<file path="src/rtl/dmem_bus_ctrl.sv">
// dmem_bus_ctrl: core load/store to word-wide req/ack bus bridge with big-endian lanes, stall, misalign and timeout detection
module dmem_bus_ctrl #(
    parameter int TIMEOUT = 255,
    parameter int CNT_W   = 8
) (
    input  logic        clock,
    input  logic        reset,
    input  logic        MemRead,
    input  logic        MemWrite,
    input  logic [1:0]  size,
    input  logic        sign_ld,
    input  logic [31:0] address,
    input  logic [31:0] WriteData,
    output logic [31:0] ReadData,
    output logic        stall,
    output logic        done,
    output logic        addr_err,
    output logic        bus_err,
    output logic        mem_req,
    output logic        mem_we,
    output logic [31:0] mem_addr,
    output logic [3:0]  mem_be,
    output logic [31:0] mem_wdata,
    input  logic [31:0] mem_rdata,
    input  logic        mem_ack
);
    typedef enum logic [1:0] {IDLE, BUS, DONE} state_t;
    state_t state_q, state_d;
    logic req_q, req_d, we_q, we_d, sign_q, sign_d, aerr_q, aerr_d, berr_q, berr_d;
    logic [1:0] off_q, off_d, size_q, size_d;
    logic [3:0] be_q, be_d;
    logic [31:0] addr_q, addr_d, wdata_q, wdata_d, rdata_q, rdata_d;
    logic [CNT_W-1:0] cnt_q, cnt_d;
    logic acc, mis, to_hit;
    logic [3:0] be_n;
    logic [31:0] wd_n, ext;
    logic [7:0] byte_l;
    logic [15:0] half_l;
    logic [CNT_W-1:0] cnt_inc;

    assign acc = MemRead | MemWrite;
    assign mis = (size == 2'b11) | ((size == 2'b01) & address[0]) | ((size == 2'b10) & |address[1:0]);
    assign be_n = size == 2'b00 ? 4'b1000 >> address[1:0] : size == 2'b01 ? (address[1] ? 4'b0011 : 4'b1100) : 4'b1111;
    assign wd_n = size == 2'b00 ? {4{WriteData[7:0]}} : size == 2'b01 ? {2{WriteData[15:0]}} : WriteData;
    // offset 0 is the most significant lane, so shift right by (3 - offset) bytes
    assign byte_l = 8'(mem_rdata >> {~off_q, 3'b000});
    assign half_l = off_q[1] ? mem_rdata[15:0] : mem_rdata[31:16];
    assign ext = size_q == 2'b00 ? {{24{sign_q & byte_l[7]}}, byte_l}
               : size_q == 2'b01 ? {{16{sign_q & half_l[15]}}, half_l} : mem_rdata;
    assign cnt_inc = cnt_q + CNT_W'(1);
    assign to_hit = (TIMEOUT != 0) && (cnt_inc == CNT_W'(TIMEOUT));
    assign done = state_q == DONE;
    assign stall = acc & ~done;
    assign addr_err = aerr_q;
    assign bus_err = berr_q;
    assign mem_req = req_q;
    assign mem_we = we_q;
    assign mem_addr = addr_q;
    assign mem_be = be_q;
    assign mem_wdata = wdata_q;
    assign ReadData = rdata_q;

    always_comb begin
        state_d = state_q;
        req_d = req_q;
        we_d = we_q;
        addr_d = addr_q;
        be_d = be_q;
        wdata_d = wdata_q;
        off_d = off_q;
        size_d = size_q;
        sign_d = sign_q;
        rdata_d = rdata_q;
        cnt_d = '0;
        aerr_d = 1'b0;
        berr_d = 1'b0;
        case (state_q)
            IDLE: if (acc) begin
                rdata_d = '0;
                if (mis) begin
                    state_d = DONE;
                    aerr_d = 1'b1;
                end else begin
                    state_d = BUS;
                    req_d = 1'b1;
                    we_d = MemWrite;
                    addr_d = {address[31:2], 2'b00};
                    be_d = be_n;
                    wdata_d = wd_n;
                    off_d = address[1:0];
                    size_d = size;
                    sign_d = sign_ld;
                end
            end
            BUS: begin
                cnt_d = cnt_inc;
                if (mem_ack | to_hit) begin
                    state_d = DONE;
                    req_d = 1'b0;
                    we_d = 1'b0;
                    berr_d = ~mem_ack;
                    rdata_d = (mem_ack & ~we_q) ? ext : '0;
                end
            end
            default: state_d = IDLE;
        endcase
    end

    always_ff @(posedge clock) begin
        if (reset) begin
            state_q <= IDLE;
            req_q <= 1'b0;
            we_q <= 1'b0;
            addr_q <= '0;
            be_q <= '0;
            wdata_q <= '0;
            off_q <= '0;
            size_q <= '0;
            sign_q <= 1'b0;
            rdata_q <= '0;
            cnt_q <= '0;
            aerr_q <= 1'b0;
            berr_q <= 1'b0;
        end else begin
            state_q <= state_d;
            req_q <= req_d;
            we_q <= we_d;
            addr_q <= addr_d;
            be_q <= be_d;
            wdata_q <= wdata_d;
            off_q <= off_d;
            size_q <= size_d;
            sign_q <= sign_d;
            rdata_q <= rdata_d;
            cnt_q <= cnt_d;
            aerr_q <= aerr_d;
            berr_q <= berr_d;
        end
    end
endmodule
</file>
<file path="config.mk">
export PLATFORM = sky130hd
export DESIGN_NAME = dmem_bus_ctrl
export DESIGN_NICKNAME = d
export VERILOG_FILES = /design/src/rtl/dmem_bus_ctrl.sv
export SDC_FILE = /design/constraint.sdc
export NUM_CORES = 1
export LEC_CHECK = 0
export ABC_AREA = 1
export CAP_MARGIN = 20
export CORE_MARGIN = 1.5
export CORE_UTILIZATION = 39
export DETAILED_ROUTE_END_ITERATION = 8
export PLACE_DENSITY = 0.78
export SLEW_MARGIN = 20
export SYNTH_ARGS = -nofsm -noshare
export SYNTH_HDL_FRONTEND = slang
export SYNTH_SLANG_ARGS = --single-unit
</file>
<file path="constraint.sdc">
create_clock -name clock -period 1.5 [get_ports clock]
set_input_delay 0.15 -clock clock [delete_from_list [all_inputs] [get_ports clock]]
set_output_delay 0.15 -clock clock [all_outputs]
set_load 0.02 [all_outputs]
</file>
---- Word level (Yosys, flattened, before mapping) ----
Index checks and enable logic that the tools add are counted.
cells by class
  add/subtract/negate cells ............... 1
  eq/ne operators ......................... 10
  shifts and indexed selects .............. 2
  muxes and demuxes ....................... 24
  bitwise gates (word level) .............. 19
  reductions and logical operators ........ 12
operator list
  cell                 count
  $mux 32              7
  $pmux 32 s2          1
  $shr 32x5->8         1
  $mux 16              1
  $mux 4               3
  $add 8x1->8 const B  1
  $eq 8x8->1 const B   1
  $not 1->1            8
  $and 1x1->1          6
  $eq 2x1->1 const B   3
  $eq 2x2->1 const B   3
  $logic_not 2->1      3
  $mux 1               6
  $mux 2               3
  $ne 2x2->1 const B   3
  $reduce_and 3->1     2
  $reduce_or 3->1      2
  $or 1x1->1           4
  $pmux 1 s2           2
  $pmux 2 s2           1
  $reduce_and 4->1     1
  $reduce_or 2->1      2
  $shr 4x2->4 const A  1
  $not 2->2            1
  other kinds (2)      2
word-level totals
  flip-flop bits (word level) ............. 117
  bits of input ports ..................... 104
  output and inout bits ................... 106
  logic and storage cells ................. 81

---- Longest topological paths before layout ----
  depth in word-level cells ............... 7
  gate-level depth with buffers ........... 13
  mapped depth without buffers ............ 13

---- Least setup slack after synthesis ----
OpenSTA, ideal clock, no wires.
  path type ............................... reg2reg
  start ................................... reg cnt_q[0]
  end ..................................... reg rdata_q[10] (netlist: ReadData[10])
  arrival ................................. 1.505 ns
  slack ................................... -0.137 ns
  cell stages (with the launch flop) ...... 12
  buffers on the path ..................... 1
  period minus slack after synthesis ...... 1.637 ns
  cells stage by stage .................... dfxtp_1 > ha_1 > nand3_1 > o21bai_1 > nand2_1 > nor2_1 > nand2_1 > nand2_2 > nand3_4 > buf_6 > nand2_1 > a21oi_1
between the ends
  cells in the longest elaborated chain, start to end .. 5
RTL lines
  element                            RTL line  RTL
  from (decl)                        33        logic [CNT_W-1:0] cnt_q, cnt_d;
  from (signal assigned)             135       cnt_q <= cnt_d;
  $add 8x1->8                        50        assign cnt_inc = cnt_q + CNT_W'(1);
  $eq 8x8->1                         51        assign to_hit = (TIMEOUT != 0) && (cnt_inc == CNT_W'(TIMEOUT));
  $or 1x1->1                         97        if (mem_ack | to_hit) begin
  $ne 2x2->1 (no source line)        -
  $reduce_and 3->1 (no source line)  -
  to (signal assigned)               134       rdata_q <= rdata_d;
  to (decl)                          32        logic [31:0] addr_q, addr_d, wdata_q, wdata_d, rdata_q, rdata_d;
Every way passes these cells.
A chain may end at the register's enable or synchronous reset.

---- Final worst setup path ----
  start ................................... reg cnt_q[0]
  end ..................................... reg rdata_q[3] (netlist: ReadData[3])
Same word-level chain as after synthesis.

==> key figures <==
Status
  – Outcome: complete, but fails checks
  – Failing checks: setup timing

STA
  – Max Fclk: 588 MHz
  – Fin crit period: 1700 ps
  – Setup Total Neg Slack: -6180 ps
  – Period utilisation layout: 113%
  – Final hold vios: 0
  – Worst Clk Skew: 7.59 ps
  – RSZ-0062 raised after global routing: yes
  – Slew Limit Fails: 0
  – Setup violators final: 36
  – Final WS setup: -200 ps

Final layout
  – Final-stage net count: 1,071
  – Fin area: 8620 µm²
  – Number of diodes: 0
  – Commonest non-fill, non-tap cell in the layout: nand2_1
  – Most frequent cells in the layout: 179 x nand2_1, 114 x dfxtp_1, 102 x clkdlybuf4s50_1
  – Layout cells sized above 1: 13.6%
  – Area grow syn2layout: 63.4%

Placed design
  – Placed cell areas: 7910 µm²
  – Placer's final routability congestion estimate: 0.841
  – Dpl hpwl: 12,400 µm
  – PortBufs: 207

Setup path
  – Setup Crit Path Kind: flop to flop
  – Top cell by count, worst path: nand2_2
  – Critical-path top delay cell: dfxtp_4
  – R2R Setup Slk: -200 ps
  – CP required: 1780 ps
  – CP arrival: 1980 ps
  – CP Cell Sequence: ha_4 -> inv_2 -> nand2_2 -> nand2_2 -> nor2_2 -> nand3_1 -> nor2_1 -> nand2_1 -> nand2_2 -> nand3_4 -> buf_12 -> nand2_1 -> a21oi_1
  – Crit-path max cell delay: 380 ps
  – Crit end category: flop
  – Crit start category: flop
  – CP Max Fanout: 21

CTS
  – Max H-tree Level: 4
  – Num CTS Buffers: 17
  – Worst-Skew Late Latency: 420 ps
  – CTS tree: done
  – Reg clk slew, reported paths: 50 ps
  – Clock Tree Buf Depth: 2
  – Clk sinks: 117
  – Clk root buf: clkbuf_16
  – Post-CTS Hold Buffers: 0

Job
  – Max cap viols: 0

Yosys
  – Post-synth cell types: 37
  – Synthesized flop and latch total: 117
  – Async set-reset flop share out of synthesis: 0%
  – Synth warnings: 0
  – Gate Count Post-Synth: 721
  – Post-synth EDFFs: 0
  – Most used DFF post-synth: dfxtp_1
  – Mapped Avg Cell Area: 7.32 µm²
  – Sequential fraction of the synthesis area: 44.4%
  – Cell Area, Synth: 5280 µm²

Detailed routing
  – Via count: 5,989
  – DR iter-0 viols: 438
  – Drt total wl: 17,700 µm
  – Drt pass-1 iters: 5
  – Routed wire per std cell: 15.4 µm
  – DRC viols: 0
  – Post-DRT Antenna Nets: 0
  – Vias per inst: 5.19

Global routing
  – Largest net degree at the start of global routing: 103
  – First-pass GRT wire length: 28,100 µm
  – Antenna violations before repair: 0
  – Gr usage total: 24.8%
  – Total gr overflow: 0
  – Vias in the first global route: 5,718

Die
  – Core Region: 13,200 µm²
  – Top Ports: 210
  – Die height: 119 µm
  – Die area: 14,200 µm²
  – Initial Util: 39.8%
  – Die Width: 119 µm
  – Num rows: 42

Pwr
  – Worst VDD drop: 0.751 mV
  – Total power: 10.1 mW
  – Power density over cell area: 1170 nW/µm²
  – Lkg Pwr: 3.73 nW

Worst hold path
  – Hold Path Class: input port to flop
## flip-flops by register name (all words and copies together) (netlist names)
register,cells
state_q,2
mem_req,1
mem_addr,30
sign_q,1
mem_be,4
mem_we,1
ReadData,32
bus_err,1
addr_err,1
mem_wdata,32
off_q,2
cnt_q,8
size_q,2
## Yosys cell counts, drive strengths merged, types with 2 or more instances
| master | number | share of area, % |
|---|---|---|
| nand2 | 189 | 14 |
| dfxtp | 117 | 44 |
| a21oi | 101 | 9.8 |
| nand3 | 77 | 7.6 |
| nor2 | 46 | 3.6 |
| inv | 39 | 2.8 |
| clkbuf | 28 | 2.0 |
| o21ai | 27 | 2.6 |
| o211ai | 24 | 3.4 |
| buf | 22 | 2.8 |
| nand4 | 10 | 1.2 |
| a31oi | 8 | 0.95 |
| mux2i | 7 | 1.3 |
| o221ai | 7 | 1.2 |
| a211oi | 4 | 0.66 |
| o21a | 3 | 0.43 |
| clkinv | 2 | 0.14 |
| ha | 2 | 0.47 |
| o21bai | 2 | 0.28 |
| o22ai | 2 | 0.24 |
## critical path: cells and delay by family, from the launching register on
kind	cells	cell delay, ps
compound gates	1	60
fa+ha+maj	1	170
buf+inv	2	210
flops	1	380
simple gates	9	750
## through the flow
| stage | utilization [%] | hold WS, ps | setup WS, ps | instances |
|---|---|---|---|---|
| after detailed placement | 59.7 | 450 | -291 | 1115 |
| after global routing | 65.1 | 131 | -340 | 1153 |
| after CTS | 63.9 | 114 | -176 | 1148 |
| final | 65.1 | 123 | -200 | 1153 |
| after floorplan | - | 229 | -28.9 | 722 |
| after global placement | 59.7 | 447 | -221 | 1115 |
## cells by family after synthesis
family          Yosys count  share of synthesized area, %
compound gates          179                          19.7
fa+ha+maj                 2                         0.474
buf+inv                  91                          7.71
flops                   117                          44.4
mux                       7                          1.33
other cells               1                        0.0711
simple gates            324                          26.4
## final cells by class
type	count	area (µm²)
sequential	117	2350
timing repair buffer	274	2610
fill	1203	4630
multi-input combinational	514	2630
clock inverter	7	140
inverter	41	154
clock buffer	24	513
tap	176	220
## final timing paths
check / startpoint / endpoint / cells after the start
hold reg to reg: ReadData[19]$_SDFFE_PP0P_ / ReadData[19]$_SDFFE_PP0P_ / 2
hold / removal: reset / mem_be[0]$_SDFFE_PP0P_ / 3
setup reg to reg: cnt_q[0]$_SDFF_PP0_ / ReadData[3]$_SDFFE_PP0P_ / 13
setup / recovery: cnt_q[0]$_SDFF_PP0_ / ReadData[3]$_SDFFE_PP0P_ / 13
## per-layer routing
layer,vias up,global-route usage [%],routed length (µm)
li1,2925,-,-
met1,2737,28.5,6970
met2,298,41.8,8540
met3,29,9.58,1890
met4,0,9.00,338
met5,-,0,0
## where the power goes
part,internal [mW],total [mW],switching [mW]
Clock,3.04,4.49,1.44
Combinational,0.996,2.22,1.23
Sequential,3.29,3.40,0.107
## repair_timing
item / 4_1_cts / 5_1_grt
buffers inserted: 2 / 5
cloned: 0 / 1
pin swaps: 1 / 13
setup endpoints to repair: 137 / 76
endpoints found under the hold margin: 0 / 0
resized for setup: 108 / 27
(Power assumes the default switching activity.)
